==> src/rtl/tff_ctrl_pkg.sv <==
// Shared types for the T flip-flop counter controller: FSM state encoding and direction constants.
// No logic, no latency, no flow control of its own.
package tff_ctrl_pkg;

    typedef enum logic [1:0] {
        ST_IDLE  = 2'd0,
        ST_COUNT = 2'd1,
        ST_LOAD  = 2'd2
    } tff_state_t;

    localparam logic DIR_UP = 1'b1;
    localparam logic DIR_DN = 1'b0;

endpackage

==> src/rtl/tff_counter_ctrl_if.sv <==
// Control/status bundle between the counter's driver (master) and the controller (slave).
// Purely wires; the load handshake is valid/ready with the controller owning load_ready.
interface tff_counter_ctrl_if #(
    parameter int WIDTH = 4
);
    logic             en;
    logic             up_dn;
    logic [WIDTH-1:0] modulus;
    logic             load_valid;
    logic [WIDTH-1:0] load_data;
    logic             load_ready;
    logic [WIDTH-1:0] q;
    logic             tc;
    logic             busy;

    modport master (
        output en, up_dn, modulus, load_valid, load_data,
        input  load_ready, q, tc, busy
    );

    modport slave (
        input  en, up_dn, modulus, load_valid, load_data,
        output load_ready, q, tc, busy
    );
endinterface

==> src/rtl/tff_cell.sv <==
// Single T flip-flop: q flips on the rising edge whenever t is high.
// One-edge latency, async active-low reset to 0, no backpressure.
module tff_cell (
    input  logic clk,
    input  logic rst_n,
    input  logic t,
    output logic q
);

    always_ff @(posedge clk or negedge rst_n) begin
        if (!rst_n) begin
            q <= 1'b0;
        end else if (t) begin
            q <= ~q;
        end
    end

endmodule

==> src/rtl/tff_counter_ctrl.sv <==
// Mod-(M+1) up/down counter built from a bank of T flip-flops; count step is one edge, a load lands two edges after accept.
// load_ready drops for exactly the single LOAD cycle; loads win over counting at the accept edge.
module tff_counter_ctrl
    import tff_ctrl_pkg::*;
#(
    parameter int WIDTH = 4
) (
    input  logic               clk,
    input  logic               rst_n,
    tff_counter_ctrl_if.slave  bus
);

    tff_state_t       state_q;
    logic [WIDTH-1:0] ld_q;
    logic [WIDTH-1:0] ld_d;
    logic             busy_q;
    logic             rdy_q;
    logic [WIDTH-1:0] q;
    logic [WIDTH-1:0] t_vec;
    logic             accept;
    logic             run;

    assign accept = bus.load_valid & rdy_q;
    // Loads are clamped so the counter never leaves 0..M through a load.
    assign ld_d   = (bus.load_data > bus.modulus) ? bus.modulus : bus.load_data;

    always_ff @(posedge clk or negedge rst_n) begin
        if (!rst_n) begin
            state_q <= ST_IDLE;
            ld_q    <= '0;
            busy_q  <= 1'b0;
            rdy_q   <= 1'b1;
        end else if (accept) begin
            state_q <= ST_LOAD;
            ld_q    <= ld_d;
            busy_q  <= 1'b1;
            rdy_q   <= 1'b0;
        end else begin
            state_q <= bus.en ? ST_COUNT : ST_IDLE;
            busy_q  <= 1'b0;
            rdy_q   <= 1'b1;
        end
    end

    // Toggle vector: a carry/borrow chain for +/-1, or q^target for wrap and load jumps.
    always_comb begin
        t_vec = '0;
        run   = 1'b1;
        if (!accept) begin
            case (state_q)
                ST_LOAD: t_vec = q ^ ld_q;
                ST_COUNT: begin
                    if (bus.en) begin
                        if (bus.up_dn == DIR_UP) begin
                            if (q >= bus.modulus) begin
                                t_vec = q;
                            end else begin
                                for (int i = 0; i < WIDTH; i++) begin
                                    t_vec[i] = run;
                                    run      = run & q[i];
                                end
                            end
                        end else begin
                            if ((q == '0) || (q > bus.modulus)) begin
                                t_vec = q ^ bus.modulus;
                            end else begin
                                for (int i = 0; i < WIDTH; i++) begin
                                    t_vec[i] = run;
                                    run      = run & ~q[i];
                                end
                            end
                        end
                    end
                end
                default: t_vec = '0;
            endcase
        end
    end

    for (genvar i = 0; i < WIDTH; i++) begin : g_cell
        tff_cell u_cell (
            .clk   (clk),
            .rst_n (rst_n),
            .t     (t_vec[i]),
            .q     (q[i])
        );
    end

    assign bus.q          = q;
    assign bus.busy       = busy_q;
    assign bus.load_ready = rdy_q;
    assign bus.tc         = (state_q == ST_COUNT) & bus.en &
                            ((bus.up_dn == DIR_UP) ? (q >= bus.modulus) : (q == '0));

endmodule

==> src/flat_wrapper.sv <==
// flat-port wrapper written by rule: the top's interface ports become plain ports
module tff_counter_ctrl_flat import tff_ctrl_pkg::*;
#(
    parameter int WIDTH = 4
)
  (clk, rst_n, bus_en, bus_up_dn, bus_modulus, bus_load_valid, bus_load_data, bus_load_ready, bus_q, bus_tc, bus_busy);
  tff_counter_ctrl_if #(.WIDTH(WIDTH)) bus_i ();
  input  logic clk;
  input  logic rst_n;
  input wire logic [$bits(bus_i.en)-1:0] bus_en;
  input wire logic [$bits(bus_i.up_dn)-1:0] bus_up_dn;
  input wire logic [$bits(bus_i.modulus)-1:0] bus_modulus;
  input wire logic [$bits(bus_i.load_valid)-1:0] bus_load_valid;
  input wire logic [$bits(bus_i.load_data)-1:0] bus_load_data;
  output wire logic [$bits(bus_i.load_ready)-1:0] bus_load_ready;
  output wire logic [$bits(bus_i.q)-1:0] bus_q;
  output wire logic [$bits(bus_i.tc)-1:0] bus_tc;
  output wire logic [$bits(bus_i.busy)-1:0] bus_busy;
  assign bus_i.en = bus_en;
  assign bus_i.up_dn = bus_up_dn;
  assign bus_i.modulus = bus_modulus;
  assign bus_i.load_valid = bus_load_valid;
  assign bus_i.load_data = bus_load_data;
  assign bus_load_ready = bus_i.load_ready;
  assign bus_q = bus_i.q;
  assign bus_tc = bus_i.tc;
  assign bus_busy = bus_i.busy;
  tff_counter_ctrl #(.WIDTH(WIDTH)) u_core (.clk(clk), .rst_n(rst_n), .bus(bus_i));
endmodule
==> config.mk <==
export PLATFORM = sky130hd
export DESIGN_NAME = tff_counter_ctrl_flat
export DESIGN_NICKNAME = d
export VERILOG_FILES = /design/src/rtl/tff_ctrl_pkg.sv /design/src/rtl/tff_counter_ctrl_if.sv /design/src/rtl/tff_cell.sv /design/src/rtl/tff_counter_ctrl.sv /design/src/flat_wrapper.sv
export SDC_FILE = /design/constraint.sdc
export NUM_CORES = 1
export LEC_CHECK = 0
export ABC_AREA = 1
export CAP_MARGIN = 20
export CORE_MARGIN = 2
export CORE_UTILIZATION = 50
export DETAILED_ROUTE_END_ITERATION = 6
export PLACE_DENSITY = 0.83
export SYNTH_ARGS = -nofsm -noshare
export SYNTH_HDL_FRONTEND = slang
export SYNTH_SLANG_ARGS = --single-unit
==> constraint.sdc <==
create_clock -name clk -period 2.7 [get_ports clk]
set_clock_uncertainty 0.1 [all_clocks]
set_input_delay 0.675 -clock clk [delete_from_list [all_inputs] [get_ports clk]]
set_output_delay 0.675 -clock clk [all_outputs]
set_load 0.005 [all_outputs]
After elaboration in Yosys (flattened, before gate mapping)
Cells that the tools add are included.

word-level totals
  flip-flop bits (word level) = 12
  bits of input ports = 13
  output and inout bits = 7
  word-level logic and storage cells = 40

cells by class
  order comparisons = 3
  eq/ne operators = 2
  multiplexer cells = 12
  bitwise logic cells = 13
  reductions and logical operators = 2

operator list
  cell                number
  $mux 4              6
  $gt 4x4->1          2
  $pmux 4 s2          1
  $xor 4x4->4         2
  $and 1x1->1         7
  $ge 4x4->1          1
  $logic_not 4->1     1
  $mux 1              4
  $not 1->1           4
  $eq 2x1->1 const B  1
  $eq 2x2->1 const B  1
  $mux 2              1
  $logic_or 1x1->1    1

Longest topological paths before layout
Gate-level depths: netlist (run 1).

  depth after elaboration = 8
  depth in mapped cells = 17
  mapped depth without buffers = 17

Hierarchy
Synthesis (run 1) repeated with hierarchy kept, for this count alone.

second synthesis, totals
  cells, all modules = 156
  area, all modules = 1036.0 sq um

modules (own cells, without submodules)
  module            instances  cells an instance  area each (sq um)  seq. area each (sq um)
  tff_counter_ctrl  1          132                860.8              176.4
  tff_cell          4          6                  43.8               25.0

Worst setup path after synthesis (run 1)
No wires, ideal clock.

  path kind = input -> output
  start point = input bus_modulus[3]
  end point = output bus_tc
  data arrival time = 1.609 ns
  data required time = 1.925 ns
  setup slack = 0.316 ns
  stages = 8
  path buffers = 0
  cells stage by stage = inv_1 > ha_1 > nand2_1 > inv_2 > nand2_1 > nand3_2 > o21ai_0 > inv_1

on the way
  longest elaborated chain between the ends = 3

ends and longest elaborated chain
  what                line                    RTL
  start: declaration  flat_wrapper.sv:12      input wire logic [$bits(bus_i.modulus)-1:0] bus_modulus;
  $ge 4x4->1          tff_counter_ctrl.sv:93  ((bus.up_dn == DIR_UP) ? (q >= bus.modulus) : (q == '0));
  $mux 1              tff_counter_ctrl.sv:93
  $and 1x1->1         tff_counter_ctrl.sv:92  assign bus.tc = (state_q == ST_COUNT) & bus.en &
  end: declaration    flat_wrapper.sv:17      output wire logic [$bits(bus_i.tc)-1:0] bus_tc;

Every way passes these cells.

Worst setup path in the final report (run 1)
  start point = input bus_modulus[1]
  end point = output bus_tc

Same word-level chain as after synthesis.

==> impl_metrics.csv, run 1 <==
group,metric,value,unit
global_routing,grt_pass1_vias,1122,
placement,io_buffer_count,19,
setup_path,path_cells,"dlygate4sd2_1 > inv_2 > ha_4 > nand2_2 > nand2_2 > nand2_4 > nand3_4 > o21ai_2 > inv_1 > clkdlybuf4s15_1",
setup_path,path_buf_inv,4,
outcome,outcome,"finished clean",
placement,gp_congestion,0.936,
global_routing,grt_pass1_wl,4.42,mm
routing,viasPerCell,5.18,
setup_path,worst_ep_arrival_time,1.82,ns
global_routing,grt_start_max_net_pins,12,
global_routing,grt_overflow,0,
routing,routedWlPerCell,11.9,microns
timing,fin_tns_setup,0,ns
timing,fin_crit_sh,96.1,%
placement,dp_cells,215,
logic_synthesis,synth.avg_cell_area,6.42,sq um
setup_path,crit_top_cell,"nand2_2",
logic_synthesis,synth-seq-area-share,27.8,%
timing,rsz0062_at_grt,"false",
placement,hpwl,2.10,mm
layout,drive_gt1_share,22.1,%
power_and_ir_drop,p_leak,0.796,nW
power_and_ir_drop,ir_drop,441,uV
logic_synthesis,syn_area,995,sq um
logic_synthesis,syn_nets,178,
logic_synthesis,ys_warn_count,0,
clock_network,cts-root-buf,"clkbuf_4",
power_and_ir_drop,power_density,807,nW/um^2
timing,slew_viol_final,0,
logic_synthesis,synth_cell_type_count,18,
setup_path,start_kind,"input pin",
setup_path,cp_data_required_time,1.92,ns
clock_network,cts_sinks,11,
clock_network,ctsHtreeMaxLevel,1,
layout,final_cells,222,
routing,ant_nets,0,
floorplanning,initial_core_util,51.8,%
timing,hold_viol,0,
floorplanning,placementRows,16,
setup_path,cp_max_fo,3,
setup_path,cp_slowest_cell,"dlygate4sd2_1",
clock_network,cts_tree,"done",
logic_synthesis,synthTopCellsByArea,"dfrtp_1 (25%), nand2_1 (20%), ha_1 (13%)",
floorplanning,dieHeight,48.6,microns
clock_network,path_clk_slew,0.07,ns
logic_synthesis,synth_area_leader_cell,"dfrtp_1",
layout,finalNetCount,219,
clock_network,cts-buffers-inserted,3,
layout,design_area,1440,sq um
worst_hold_path,worstHoldPathType,"reg2reg",
power_and_ir_drop,total_power,0.00116,W
placement,place_area,1320,sq um
logic_synthesis,syn_inst,155,
clock_network,clk_path_buf_depth,2,
routing,drt-total-wl,2.64,mm
floorplanning,fp.dieW,48.6,microns
timing,fmax,385,MHz
timing,slew_headroom,68.6,%
timing,worst_pin_slew,0.469,ns
logic_synthesis,synth_top_area_share,25.2,%
setup_path,cp-end-kind,"output pin",
timing,period_needed,2.60,ns
timing,setup_violations,0,
routing,vias,1149,
global_routing,grt_usage,23.8,%
routing,dr.pass1.iters,4,
global_routing,antenna_found_initial,0,
setup_path,cp_top_family,"buffers and inverters",
floorplanning,io_pins,20,
layout,antenna_cells,0,
floorplanning,die_area,2360,sq um
logic_synthesis,ys_seq_elements,11,
layout,fin_util,74.8,%
floorplanning,core_area,1920,sq um
routing,drc,0,
routing,drt_iter0_drc,16,
layout,area_delta_synth_final,44.5,%
setup_path,cpPeakStageDelay,0.25,ns
clock_network,insertion_delay,0.26,ns
setup_path,path_class,"in2out",
flow_run,maxCapViolations,0,
-- routing by layer --
layer / GRT usage [%] / share of wire [%]
met5: 0 / 0
met3: 3.09 / 2.4
met2: 44.1 / 52
met4: 14.3 / 3.8
met1: 25.4 / 41
-- cell families after synthesis --
logic type,Yosys count,synth area share [%]
adder cells (fa/ha/maj),10,12.6
buffers and inverters,34,14.3
AO/OA/AOI/OAI,15,8.55
AND/OR/NAND/NOR,85,36.7
flip-flops,11,27.8
-- cell type report --
class / instances / area [sq um]
Tap cell: 27 / 33.8
Inverter: 30 / 113
Fill cell: 158 / 484
Clock buffer: 4 / 26.3
Multi-Input combinational cell: 110 / 647
Timing Repair Buffer: 40 / 342
Sequential cell: 11 / 277
-- Yosys cell counts --
master     n
inv_1     28
o22ai_1    3
dfrtp_1   10
o21ai_0    7
inv_2      1
ha_1      10
nand2_2    3
o211ai_1   1
a21oi_2    1
nand4_1    5
clkinv_1   1
buf_4      4
nand2_1   53
nand3_2    1
nor2_1     7
dfstp_2    1
nand3_1   16
a21oi_1    3
-- sequential cells by signal, summed over array words and instances, names as in the netlist --
name,count
u_core.ld_q,4
u_core.g_cell.u_cell.q,4
u_core.bus.busy,1
u_core.bus.load_ready,1
u_core.state_q,1
-- placed cells by master (no fill, tap or decap) --
cell / count
nor2_1: 7
clkdlybuf4s50_1: 14
o211ai_1: 1
o22ai_1: 3
o21ai_0: 6
buf_4: 21
dfstp_2: 1
nand2_2: 6
o21ai_2: 1
a21oi_1: 3
inv_2: 4
clkinv_1: 1
nand3_1: 16
dfrtp_1: 10
a21oi_4: 1
ha_1: 7
ha_4: 3
nand3_4: 1
inv_1: 25
clkbuf_1: 1
clkbuf_4: 3
nand4_1: 5
clkdlybuf4s15_1: 3
nand2_1: 49
dlygate4sd2_1: 1
clkbuf_2: 1
nand2_4: 1
-- what timing repair did --
item	CTS	global route
buffers inserted	2	1
resized for setup	16	9
gates cloned	0	0
pin swaps	5	6
setup endpoints to repair	1	1
hold buffers	0	0
-- power by group --
group          leakage, nW  switching [W]  internal (W)  total (W)
clock network       0.0150      0.0000486     0.0000570   0.000106
registers            0.133      0.0000428      0.000208   0.000251
logic                0.648       0.000430      0.000374   0.000803
-- through the flow --
stage                     hold WS, ns  worst slack (ns)
final                           0.415             0.104
after CTS                       0.420           0.00232
after global placement          0.390            -0.571
after global routing            0.454            0.0422
after detailed placement        0.402            -0.613
after floorplan                 0.279             0.316
-- path summary, 6_finish.rpt --
| path | start | to | slack (ns) | cells past startpoint |
|---|---|---|---|---|
| max | bus_modulus[1] | bus_tc | 0.10 | 10 |
| min | u_core.bus.load_ready | u_core.bus.load_ready | 0.42 | 1 |
| max reg2reg | u_core.g_cell[2].u_cell.q | u_core.g_cell[1].u_cell.q | 0.69 | 15 |
| min reg2reg | u_core.bus.load_ready | u_core.bus.load_ready | 0.42 | 1 |
| max in group asynchronous | rst_n | u_core.bus.load_ready | 1.52 | 1 |
| min in group asynchronous | rst_n | u_core.ld_q[0] | 0.64 | 1 |
Note: power is estimated with default switching activity, not from simulation.
==> inputs of run 2 (changes only) <==
--- a/config.mk
+++ b/config.mk
@@ -7,7 +7,7 @@
 export LEC_CHECK = 0
 export ABC_AREA = 1
 export CAP_MARGIN = 20
-export CORE_MARGIN = 2
+export CORE_MARGIN = 10
 export CORE_UTILIZATION = 50
 export DETAILED_ROUTE_END_ITERATION = 6
 export PLACE_DENSITY = 0.83
==> run 2 against run 1 <==
  * Power down 4.0%
  * Clock power is 5% higher
  * Sequential power increased by 5%
  * Fmax is 1.1% lower
  * Global-route usage decreased by 10 points
  * Non-clock buffer count decreased by 2
  * Via count is 0.17% higher
  * Largest cell class unchanged
  * Combinational power fell by 8.1%
  * Routed wire length increased by 13%
  * Flip-flop and latch count unchanged
  * Cell count shrank 0.90%
  * Core utilization is 1.5 points lower
  * Critical path type unchanged
==> impl_metrics.csv, run 2 (synthesized netlist as in run 1, its figures left out) <==
group,metric,value,unit
outcome,outcome,"finished clean",
setup_path,cp-end-kind,"output pin",
flow_run,maxCapViolations,0,
clock_network,insertion_delay,0.27,ns
timing,setup_violations,0,
clock_network,path_clk_slew,0.07,ns
power_and_ir_drop,pwr-share-clk,10.0,%
global_routing,antenna_found_initial,0,
worst_hold_path,worstHoldPathType,"reg2reg",
worst_hold_path,hold_path.startpoint,"u_core.bus.load_ready",
timing,slew_headroom,66.5,%
placement,hpwl,2.40,mm
placement,gp_congestion,0.925,
floorplanning,core_area,1920,sq um
timing,fmax,381,MHz
setup_path,path_cells,"dlygate4sd2_1 > inv_2 > ha_4 > nand2_1 > nand2_1 > nand2_2 > nand3_2 > o21ai_2 > inv_1 > clkdlybuf4s15_1",
timing,worst_slack,0.0742,ns
power_and_ir_drop,pwr-share-comb,66.3,%
setup_path,cp_data_required_time,1.92,ns
layout,area_delta_synth_final,41.6,%
timing,fin_tns_setup,0,ns
timing,hold_viol,0,
layout,antenna_cells,0,
global_routing,grt_pass1_wl,4.75,mm
floorplanning,fp.dieW,64.6,microns
floorplanning,initial_core_util,51.8,%
floorplanning,io_pins,20,
clock_network,cts_sinks,11,
routing,drt_iter0_drc,46,
setup_path,path_class,"in2out",
layout,finalNetCount,217,
timing,slew_viol_final,0,
global_routing,grt_overflow,0,
setup_path,cp_max_fo,3,
floorplanning,placementRows,16,
global_routing,grt_usage,13.8,%
power_and_ir_drop,p_leak,0.779,nW
worst_hold_path,hold-path-cell-count,1,
setup_path,rr_worst_depth,15,
setup_path,path_buf_inv,4,
setup_path,crit_top_cell,"nand2_1",
routing,vias,1151,
layout,fillers,168,
clock_network,clk_path_buf_depth,2,
routing,routedWlPerCell,13.5,microns
power_and_ir_drop,power.share.switching,45.4,%
global_routing,grt_start_max_net_pins,12,
setup_path,cpPeakStageDelay,0.25,ns
power_and_ir_drop,internal_power,0.000608,W
placement,io_buffer_count,19,
layout,fin_util,73.3,%
routing,drt-total-wl,2.97,mm
power_and_ir_drop,ir_drop,522,uV
layout,reg_top3,"u_core.g_cell.u_cell.q: 4 flops, u_core.ld_q: 4 flops",
power_and_ir_drop,power_density,790,nW/um^2
clock_network,cts_tree,"done",
clock_network,cts-buffers-inserted,3,
setup_path,cp_top_family,"buffers and inverters",
routing,ant_nets,0,
layout,layout_commonest_cell,"nand2_1",
placement,dp_cells,215,
power_and_ir_drop,p_switching,0.000505,W
placement,dp_slack,-0.606,ns
clock_network,cts-root-buf,"clkbuf_4",
layout,final_cells,220,
routing,drc,0,
global_routing,grt_pass1_vias,1151,
floorplanning,die_area,4170,sq um
setup_path,reg2reg_to,"u_core.g_cell[1].u_cell.q",
setup_path,start_kind,"input pin",
layout,drive_gt1_share,21.2,%
setup_path,r2r_start,"u_core.g_cell[2].u_cell.q",
layout,mostFrequentLayoutCells,"nand2_1 (51), inv_1 (25), buf_4 (19)",
setup_path,worst_ep_arrival_time,1.85,ns
clock_network,ctsHtreeMaxLevel,1,
worst_hold_path,hold-path-endpoint,"u_core.bus.load_ready",
setup_path,cp_slowest_cell,"dlygate4sd2_1",
timing,worst_pin_slew,0.502,ns
timing,period_needed,2.63,ns
timing,fin_crit_sh,97.3,%
floorplanning,dieHeight,64.6,microns
routing,dr.pass1.iters,4,
setup_path,rrSetupSlack,0.71,ns
power_and_ir_drop,total_power,0.00111,W
routing,viasPerCell,5.23,
power_and_ir_drop,seqPwrFrac,23.6,%
clock_network,hold_buffers,0,
-- run 2: changes by cell type in the layout (fill, tap and decap cells not counted) --
| cell | previous run | this run |
|---|---|---|
| dlygate4sd2_1 | 1 | 2 |
| nand2_1 | 49 | 51 |
| clkdlybuf4s15_2 | 0 | 1 |
| buf_4 | 21 | 19 |
| a21oi_2 | 0 | 1 |
| clkdlybuf4s15_1 | 3 | 1 |
| nand3_2 | 0 | 1 |
| a21oi_1 | 3 | 2 |
| nand3_4 | 1 | 0 |
| nand2_4 | 1 | 0 |
| nand2_2 | 6 | 5 |
-- run 2: per-stage QoR --
| step | hold slack, ns | area, sq um |
|---|---|---|
| 5_1_grt | 0.446 | 1410 |
| 3_3_place_gp | 0.386 | 1320 |
| 4_1_cts | 0.409 | 1400 |
| 2_1_floorplan | 0.279 | 995 |
| 3_5_place_dp | 0.391 | 1320 |
| 6_report | 0.407 | 1410 |
-- run 2: routing by layer --
layer	track usage, %	vias to the layer above	share of wire (%)	wire [microns]
met4	8.02	0	4.2	124
met3	3.26	17	6.3	186
li1	-	566	-	-
met5	0	-	0	0
met2	25.7	41	52	1530
met1	13.4	527	38	1130
-- run 2: final cells by class --
cell class / instances / area, sq um / area share [%]
Multi-Input combinational cell: 110 / 633 / 44.9
Timing Repair Buffer: 38 / 327 / 23.2
Inverter: 30 / 113 / 7.99
Sequential cell: 11 / 277 / 19.6
Clock buffer: 4 / 26.3 / 1.87
Tap cell: 27 / 33.8 / 2.40
-- run 2: worst max path at each step --
stage               slack (ns)     end  depth (start not counted)      startpoint
floorplan                 0.32  bus_tc                          8  bus_modulus[3]
global placement         -0.54  bus_tc                         10  bus_modulus[3]
detailed placement       -0.61  bus_tc                         10  bus_modulus[3]
CTS                      0.005  bus_tc                         10  bus_modulus[1]
global route             -0.01  bus_tc                         10  bus_modulus[2]
finish                    0.07  bus_tc                         10  bus_modulus[1]
-- run 2: worst reg2reg max path, cell delays in order, from the launching register on --
cell	delay, ns
dfrtp_1	0.48
ha_4	0.32
nand2_2	0.05
inv_2	0.06
nand2_2	0.07
buf_4	0.14
nand2_1	0.07
nand2_2	0.08
nand2_2	0.09
nand2_1	0.06
nand3_1	0.07
nand2_1	0.06
nand2_1	0.08
nand2_1	0.05
nand2_1	0.07
nand2_1	0.05
-- run 2: power by group through the flow --
| stage | sequential, W | combinational (W) | clock [W] |
|---|---|---|---|
| global placement | 0.000254 | 0.000646 | 0 |
| detailed placement | 0.000256 | 0.000677 | 0 |
| floorplan | 0.000253 | 0.000411 | 0 |
| finish | 0.000263 | 0.000738 | 0.000111 |
| CTS | 0.000263 | 0.000722 | 0.000114 |
| global route | 0.000267 | 0.000814 | 0.000123 |
-- run 2: timing repair --
item / 4_1_cts / 5_1_grt
pin swaps: 3 / 1
setup buffers: 0 / 1
gates resized for setup: 18 / 4
endpoints found under the setup margin: 1 / 1
